File: config.mk
export PLATFORM = sky130hd
export DESIGN_NAME = cross_bar_slave_arb
export DESIGN_NICKNAME = d
export VERILOG_FILES = /design/src/rtl/cross_bar_slave_arb.sv
export SDC_FILE = /design/constraint.sdc
export NUM_CORES = 1
export LEC_CHECK = 0
export ABC_AREA = 1
export CAP_MARGIN = 20
export CORE_MARGIN = 3
export CORE_UTILIZATION = 30
export CTS_BUF_LIST = sky130_fd_sc_hd__clkbuf_2 sky130_fd_sc_hd__clkbuf_4 sky130_fd_sc_hd__clkbuf_8
export CTS_CLUSTER_DIAMETER = 100
export DETAILED_ROUTE_END_ITERATION = 6
export GPL_ROUTABILITY_DRIVEN = 0
export MAX_ROUTING_LAYER = met4
export PLACE_DENSITY = 0.75
export SLEW_MARGIN = 20
export SYNTH_ARGS = -nofsm -noshare
export SYNTH_HDL_FRONTEND = slang
export SYNTH_SLANG_ARGS = --single-unit
export TNS_END_PERCENT = 10
File: constraint.sdc
create_clock -name clk -period 4.1 [get_ports clk]
set_clock_uncertainty 0.2 [all_clocks]
set_input_delay 1.025 -clock clk [delete_from_list [all_inputs] [get_ports clk]]
set_output_delay 1.025 -clock clk [all_outputs]
set_load 0.01 [all_outputs]
File: src/rtl/cross_bar_slave_arb.sv
// Per-slave round-robin arbiter: grants one master, runs a single req/ack to the slave, returns ack/rdata.
// Grant in 1 cycle, ack to master 1 cycle after slave_ack; requests stall (held) while BUSY/DONE or on timeout.
module cross_bar_slave_arb #(
  parameter int MASTER_N    = 4,
  parameter int ADDR_W      = 32,
  parameter int DATA_W      = 32,
  parameter int TIMEOUT_CYC = 16
) (
  input  logic                               clk,
  input  logic                               aresetn,
  input  logic [MASTER_N-1:0]                master_req,
  input  logic [MASTER_N-1:0][ADDR_W-1:0]    master_addr,
  input  logic [MASTER_N-1:0]                master_cmd,
  input  logic [MASTER_N-1:0][DATA_W-1:0]    master_wdata,
  output logic [MASTER_N-1:0]                master_ack,
  output logic [DATA_W-1:0]                  master_rdata,
  output logic                               slave_req,
  output logic [ADDR_W-1:0]                  slave_addr,
  output logic                               slave_cmd,
  output logic [DATA_W-1:0]                  slave_wdata,
  input  logic                               slave_ack,
  input  logic [DATA_W-1:0]                  slave_rdata,
  output logic [$clog2(MASTER_N)-1:0]        grant_id,
  output logic                               busy,
  output logic                               timeout_err
);

  localparam int PTR_W   = $clog2(MASTER_N);
  localparam int CNT_W   = (TIMEOUT_CYC > 1) ? $clog2(TIMEOUT_CYC) : 1;
  localparam int TO_LAST = (TIMEOUT_CYC > 0) ? TIMEOUT_CYC - 1 : 0;
  localparam bit TO_EN   = (TIMEOUT_CYC > 0);

  localparam logic [1:0] ST_IDLE = 2'd0;
  localparam logic [1:0] ST_BUSY = 2'd1;
  localparam logic [1:0] ST_DONE = 2'd2;

  logic [1:0]          state;
  logic [PTR_W-1:0]    rr_ptr;
  logic [MASTER_N-1:0] served_mask;
  logic [CNT_W-1:0]    cnt;

  logic [MASTER_N-1:0] elig;
  logic                any_elig;
  logic [PTR_W-1:0]    win;
  logic [PTR_W-1:0]    win_next;
  logic [MASTER_N-1:0] gnt_onehot;
  int                  idx;

  assign elig       = master_req & ~served_mask;
  assign gnt_onehot = {{(MASTER_N-1){1'b0}}, 1'b1} << grant_id;
  assign win_next   = (win == PTR_W'(MASTER_N - 1)) ? '0 : win + 1'b1;
  assign busy       = (state != ST_IDLE);

  // First eligible index at or above rr_ptr, wrapping.
  always_comb begin
    any_elig = 1'b0;
    win      = '0;
    idx      = 0;
    for (int i = 0; i < MASTER_N; i++) begin
      idx = int'(rr_ptr) + i;
      if (idx >= MASTER_N) idx = idx - MASTER_N;
      if (!any_elig && elig[PTR_W'(idx)]) begin
        any_elig = 1'b1;
        win      = PTR_W'(idx);
      end
    end
  end

  always_ff @(posedge clk) begin
    if (aresetn) begin
      state        <= ST_IDLE;
      rr_ptr       <= '0;
      served_mask  <= '0;
      cnt          <= '0;
      slave_req    <= 1'b0;
      slave_addr   <= '0;
      slave_cmd    <= 1'b0;
      slave_wdata  <= '0;
      master_ack   <= '0;
      master_rdata <= '0;
      grant_id     <= '0;
      timeout_err  <= 1'b0;
    end else begin
      master_ack  <= '0;
      timeout_err <= 1'b0;
      case (state)
        ST_IDLE: begin
          // The just-served master is masked for this one cycle only.
          served_mask <= '0;
          if (any_elig) begin
            slave_addr  <= master_addr[win];
            slave_cmd   <= master_cmd[win];
            slave_wdata <= master_wdata[win];
            grant_id    <= win;
            rr_ptr      <= win_next;
            slave_req   <= 1'b1;
            cnt         <= '0;
            state       <= ST_BUSY;
          end
        end
        ST_BUSY: begin
          if (slave_ack) begin
            master_rdata <= slave_rdata;
            slave_req    <= 1'b0;
            master_ack   <= gnt_onehot;
            state        <= ST_DONE;
          end else if (TO_EN && cnt == CNT_W'(TO_LAST)) begin
            master_rdata <= '0;
            slave_req    <= 1'b0;
            master_ack   <= gnt_onehot;
            timeout_err  <= 1'b1;
            state        <= ST_DONE;
          end else if (cnt != CNT_W'(TO_LAST)) begin
            cnt <= cnt + 1'b1;
          end
        end
        ST_DONE: begin
          served_mask <= gnt_onehot;
          state       <= ST_IDLE;
        end
        default: state <= ST_IDLE;
      endcase
    end
  end

endmodule

==> results.json, run 1 <==
{
  "outcome": "complete, no violations",
  "final_cell_mix": "nand2_1 (628), clkdlybuf4s50_1 (404), inv_1 (143), dfxtp_1 (117), nand3_1 (96)",
  "grt_pass1_wl_um": 44700,
  "final_area_mm2": 0.01179,
  "endpoint_kind": "register",
  "clock.fmax_mhz": 312.1,
  "hold_buffers": 0,
  "wl_per_cell_um": 14.96,
  "crit_path_max_fanout": 56,
  "drtIter0Drc": 676,
  "hold_start": "slave_wdata[27]$_SDFFE_PP0P_",
  "static-leakage-power_nw": 5.684,
  "cts_max_path_buffers": 2,
  "fin_hold_ws_ns": 0.2513,
  "start_kind": "input pin",
  "fin_crit_ns": 3.204,
  "io_pins": 405,
  "regArea_mm2": 0.002342,
  "die_w_um": 160.9,
  "power.density_mw_per_mm2": 680.5,
  "p_total_mw": 8.024,
  "ant_nets": 0,
  "h-tree-depth": 4,
  "r2r-end": "slave_addr[26]$_SDFFE_PP0P_",
  "fin_crit_sh_pct": 78.16,
  "dpl_cell_area_mm2": 0.01143,
  "finalSetupTns_ns": 0,
  "grt_antenna_before_repair": 0,
  "final-max-slew-violation-count": 0,
  "grt_start_max_net_pins": 67,
  "rr_startpoint": "rr_ptr[0]$_SDFFE_PP0P_",
  "required_ns": 4.22,
  "dp_hpwl_um": 21450,
  "cts_num_sinks": 117,
  "cts_resized": 0,
  "ir_drop_uv": 397.0,
  "cts_post_setup_buffers_inserted": 0,
  "die-area_mm2": 0.02589,
  "cts_made_buffers": 17,
  "path_clk_slew_ns": 0.09,
  "initial_utilization_pct": 30.58,
  "clock_latency_ns": 0.43,
  "syn_avg_cell_area_um2": 5.731,
  "path_buf_inv": 2,
  "synth-seq-cells": 117,
  "cp-startpoint": "master_req[2]",
  "grt_usage_pct": 22.14,
  "port_buffers": 404,
  "viasPerCell": 4.632,
  "grt_pass1_vias": 8515,
  "critical_path_cell_count": 13,
  "slew_headroom_pct": 62.58,
  "r2r_cells": 14,
  "synth_cell_types": 28,
  "final_common_cell": "nand2_1",
  "cts_tree": "built",
  "r2r_slack_ns": 1.34,
  "core_mm2": 0.02354,
  "remaining_drc_errors": 0,
  "synth_area_mm2": 0.007198,
  "overflow": 0,
  "syn_inst": 1256,
  "hold_path_end": "slave_wdata[27]$_SDFFE_PP0P_",
  "dr_total_vias": 9028,
  "drive_gt1_share_pct": 4.356,
  "finalHoldViolCount": 0,
  "crit_slowest_cell": "clkdlybuf4s50_1",
  "ys_warn_count": 0,
  "multi_input_area_mm2": 0.003901,
  "worstPathArrival_ns": 3.33,
  "area_growth_pct": 63.81,
  "fin_util_pct": 50.09,
  "worstSetupPathType": "input pin to register",
  "ys_seq_area_share_pct": 32.54,
  "setup_viol": 0,
  "critPathTopFamily": "simple AND/OR/NAND/NOR gates",
  "drv_cap": 0,
  "routed_wl_um": 29170,
  "dr.pass1.iters": 5,
  "rsz0062_at_grt": "no",
  "holdPathStages": 2,
  "rows": 56,
  "syn_nets": 1556,
  "finalNetCount": 1917,
  "max_stage_delay_ns": 0.49,
  "clockRootBuffer": "clkbuf_8",
  "crit_chain": "clkdlybuf4s50_1 > nand3_1 > nand3_2 > nand2_4 > nand2_2 > nand2_2 > nand2_4 > nand3_4 > buf_12 > nand3_1 > nand2_1 > nor2_1 > a21oi_1",
  "n_fill_cell": 2373,
  "num_antenna_cells": 0,
  "hp-class": "register to register",
  "die_h_um": 160.9,
  "tightest_slew_ns": 0.5606
}
[per-layer routing]
| layer | vias to the layer above | wire, um | track usage (%) |
|---|---|---|---|
| li1 | 4586 | - | - |
| met1 | 4000 | 11830 | 26.15 |
| met2 | 388 | 14100 | 36.80 |
| met3 | 54 | 2444 | 5.855 |
| met4 | 0 | 789 | 7.157 |
| met5 | - | 0 | - |
[registers in the layout, summed over array words and instances, names as in the netlist, 2 cells and up]
| register | flops |
|---|---|
| rr_ptr | 2 |
| master_ack | 4 |
| grant_id | 2 |
| slave_wdata | 32 |
| slave_addr | 32 |
| cnt | 4 |
| master_rdata | 32 |
| state | 2 |
| served_mask | 4 |
[stage by stage]
stage / setup WS, ns / std cells
floorplan: 1.598 / 1256
global placement: 0.5148 / 1917
detailed placement: 0.4497 / 1917
CTS: 0.9235 / 1949
global route: 0.6532 / 1949
finish: 0.8955 / 1949
[how the worst max path moves through the flow]
stage | to | slack (ns)
finish | slave_addr[26]$_SDFFE_PP0P_ | 0.90
floorplan | slave_addr[0]$_SDFFE_PP0P_ | 1.60
CTS | slave_wdata[8]$_SDFFE_PP0P_ | 0.92
global route | slave_addr[10]$_SDFFE_PP0P_ | 0.65
detailed placement | slave_wdata[8]$_SDFFE_PP0P_ | 0.45
global placement | slave_addr[10]$_SDFFE_PP0P_ | 0.51
[power breakdown]
group	total [mW]	internal [mW]	leakage [nW]	switching, mW
sequential	1.60	1.42	0.962	0.172
combinational	5.45	2.00	4.55	3.45
clock	0.977	0.438	0.172	0.539
[final cells by class]
cell class	instances	area share (%)
Clock buffer	18	2.048
Clock inverter	14	0.9868
Inverter	147	4.701
Multi-Input combinational cell	911	33.09
Sequential cell	117	19.86
Tap cell	319	3.385
Timing Repair Buffer	423	35.93
[worst min-delay path, cell delays in order, from the launching register on]
cell and delay (ns):
dfxtp_1 0.31, nand2_1 0.06, nand2_1 0.04
[synthesized netlist by cell type, drive strengths merged]
| library cell | n | area share, % |
|---|---|---|
| nand4 | 57 | 5.2 |
| clkbuf | 20 | 1.0 |
| nand3 | 101 | 7.4 |
| inv | 146 | 7.6 |
| nand2 | 635 | 33 |
| ha | 1 | 0.17 |
| clkinv | 1 | 0.052 |
| nor3 | 10 | 0.70 |
| a21oi | 47 | 3.3 |
| nor2 | 41 | 2.3 |
| a22oi | 1 | 0.10 |
| buf | 61 | 4.8 |
| dfxtp | 117 | 33 |
| a211oi | 2 | 0.21 |
| nor4 | 1 | 0.087 |
| o21ai | 15 | 1.0 |
[cells by family (layout without fill, tap and decap cells)]
logic type               count (synthesis)  count (layout)  share of synthesized area, %
buffers and inverters                  228             602                         13.54
adder cells (fa/ha/maj)                  1               1                        0.1738
AND/OR/NAND/NOR                        845             845                         49.12
flip-flops                             117             117                         32.54
AO/OA/AOI/OAI                           65              65                         4.624
Note: power is estimated with default switching activity, not from simulation.
==> inputs of run 2 (changes only) <==
- PLACE_DENSITY: 0.75 -> 0.78
- clock period: 4.1 -> 2.6 ns (I/O delays scaled with it)
==> results.json, run 2 (synthesized netlist as in run 1, its figures left out) <==
{
  "holdPathStages": 2,
  "hold_buffers": 0,
  "ant_nets": 0,
  "worstSetupPathType": "input pin to register",
  "cts_max_path_buffers": 2,
  "clkPwrFrac_pct": 12.2,
  "initial_utilization_pct": 30.58,
  "n_fill_cell": 2300,
  "fin_crit_ns": 2.522,
  "hold_start": "slave_addr[23]$_SDFFE_PP0P_",
  "fin_crit_sh_pct": 97.02,
  "port_buffers": 404,
  "remaining_drc_errors": 0,
  "core_mm2": 0.02354,
  "routed_wl_um": 30410,
  "static-leakage-power_nw": 6.063,
  "grt_start_max_net_pins": 39,
  "critPathTopFamily": "simple AND/OR/NAND/NOR gates",
  "path_buf_inv": 3,
  "io_pins": 405,
  "clockRootBuffer": "clkbuf_8",
  "rsz0062_at_grt": "yes",
  "crit_slowest_cell": "clkdlybuf4s50_1",
  "die_w_um": 160.9,
  "cp-startpoint": "master_req[0]",
  "dr.pass1.iters": 5,
  "rr_startpoint": "rr_ptr[0]$_SDFFE_PP0P_",
  "r2r_cells": 17,
  "final_common_cell": "nand2_1",
  "final-max-slew-violation-count": 0,
  "crit_top_cell": "nand2_1",
  "finalHoldViolCount": 0,
  "overflow": 0,
  "clock_latency_ns": 0.45,
  "power.density_mw_per_mm2": 1186,
  "worstPathArrival_ns": 2.66,
  "regArea_mm2": 0.002346,
  "drtIter0Drc": 816,
  "die_h_um": 160.9,
  "required_ns": 2.73,
  "cts_made_buffers": 17,
  "p_total_mw": 14.86,
  "power.switching_mw": 7.177,
  "finalNetCount": 1955,
  "grt_pass1_wl_um": 45320,
  "cts_tree": "built",
  "top_regs": "master_rdata (32), slave_addr (32), slave_wdata (32)",
  "slew_headroom_pct": 70.63,
  "dp_hpwl_um": 22070,
  "final_cell_mix": "nand2_1 (628), clkdlybuf4s50_1 (402), inv_1 (143), dfxtp_1 (114), nand3_1 (89)",
  "p_int_mw": 7.678,
  "start_kind": "input pin",
  "power_frac_seq_pct": 17.0,
  "fin_hold_ws_ns": 0.2512,
  "rows": 56,
  "clock.fmax_mhz": 396.4,
  "swShare_pct": 48.31,
  "viasPerCell": 4.690,
  "area_growth_pct": 73.94,
  "grt_pass1_vias": 8825,
  "ir_drop_uv": 591.1,
  "cts_num_sinks": 117,
  "drv_cap": 0,
  "grt_antenna_before_repair": 1,
  "wl_per_cell_um": 15.30,
  "final_area_mm2": 0.01252,
  "dr_total_vias": 9323,
  "critical_path_cell_count": 16,
  "h-tree-depth": 4,
  "pwr-share-comb_pct": 70.8,
  "max_stage_delay_ns": 0.51,
  "die-area_mm2": 0.02589,
  "setup_viol": 0,
  "tightest_slew_ns": 0.4406,
  "outcome": "complete, no violations",
  "multi_input_area_mm2": 0.003954,
  "grt_usage_pct": 22.21,
  "hp-class": "register to register",
  "path_clk_slew_ns": 0.08,
  "dpl_cell_area_mm2": 0.01190,
  "crit_chain": "clkdlybuf4s50_1 > nand3_2 > nand3_2 > nand2_4 > nand2_2 > nand2_2 > nand2_4 > nand2_2 > nor2_4 > buf_12 > buf_12 > nand2_1 > nand3_1 > nand2_1 > nand2_1 > nand2_1",
  "crit_path_max_fanout": 9,
  "drive_gt1_share_pct": 7.194,
  "endpoint_kind": "register"
}
==> run 2: tightest hold or removal path: cells and delay by family (launching register included) <==
family / cells / cell delay (ns)
flip-flops: 1 / 0.31
AND/OR/NAND/NOR: 2 / 0.10
==> run 2: path summary, 6_finish.rpt <==
| kind | endpoint | slack [ns] |
|---|---|---|
| max | slave_wdata[27]$_SDFFE_PP0P_ | 0.08 |
| min reg2reg | slave_addr[23]$_SDFFE_PP0P_ | 0.25 |
| max reg2reg | slave_wdata[27]$_SDFFE_PP0P_ | 0.14 |
| min | slave_addr[23]$_SDFFE_PP0P_ | 0.25 |
==> run 2: timing repair <==
item                                    in CTS  in global routing
gates resized for setup                      0                 14
endpoints found under the setup margin       0                 20
setup buffers                                0                  3
==> run 2: area by class of cell <==
type                    instances  share of cell area [%]
repair buffers                461                   38.71
multi-input cells             911                   31.58
flip-flops and latches        117                   18.74
inverters                     147                   4.427
well taps                     319                   3.188
clock buffers                  17                   1.869
clock inverters                15                   1.469
diodes                          1                 0.01999
==> run 2: power by group through the flow <==
stage / clock network (mW) / registers, mW / logic, mW
6_report: 1.82 / 2.52 / 10.5
5_1_grt: 1.96 / 2.58 / 11.5
4_1_cts: 1.88 / 2.51 / 9.74
3_5_place_dp: 0 / 2.54 / 9.72
3_3_place_gp: 0 / 2.53 / 9.62
2_1_floorplan: 0 / 2.68 / 5.68
==> run 2: metrics by stage <==
| stage | TNS [ns] | cells | setup WS (ns) | util [%] |
|---|---|---|---|---|
| final | 0 | 1988 | 0.07761 | 53.18 |
| after global routing | -0.06539 | 1988 | -0.02645 | 53.18 |
| after global placement | -13.56 | 1948 | -0.2921 | 50.54 |
| after floorplan | 0 | 1256 | 0.4731 | - |
| after detailed placement | -18.64 | 1948 | -0.3832 | 50.54 |
| after CTS | 0 | 1980 | 0.03297 | 52.32 |
==> run 2: metal layers <==
| layer | share of wire, % | track usage (%) | vias to the layer above |
|---|---|---|---|
| met5 | 0 | - | - |
| li1 | - | - | 4657 |
| met4 | 2.1 | 5.788 | 0 |
| met3 | 8.9 | 6.577 | 51 |
| met1 | 41 | 26.06 | 4154 |
| met2 | 48 | 37.30 | 461 |
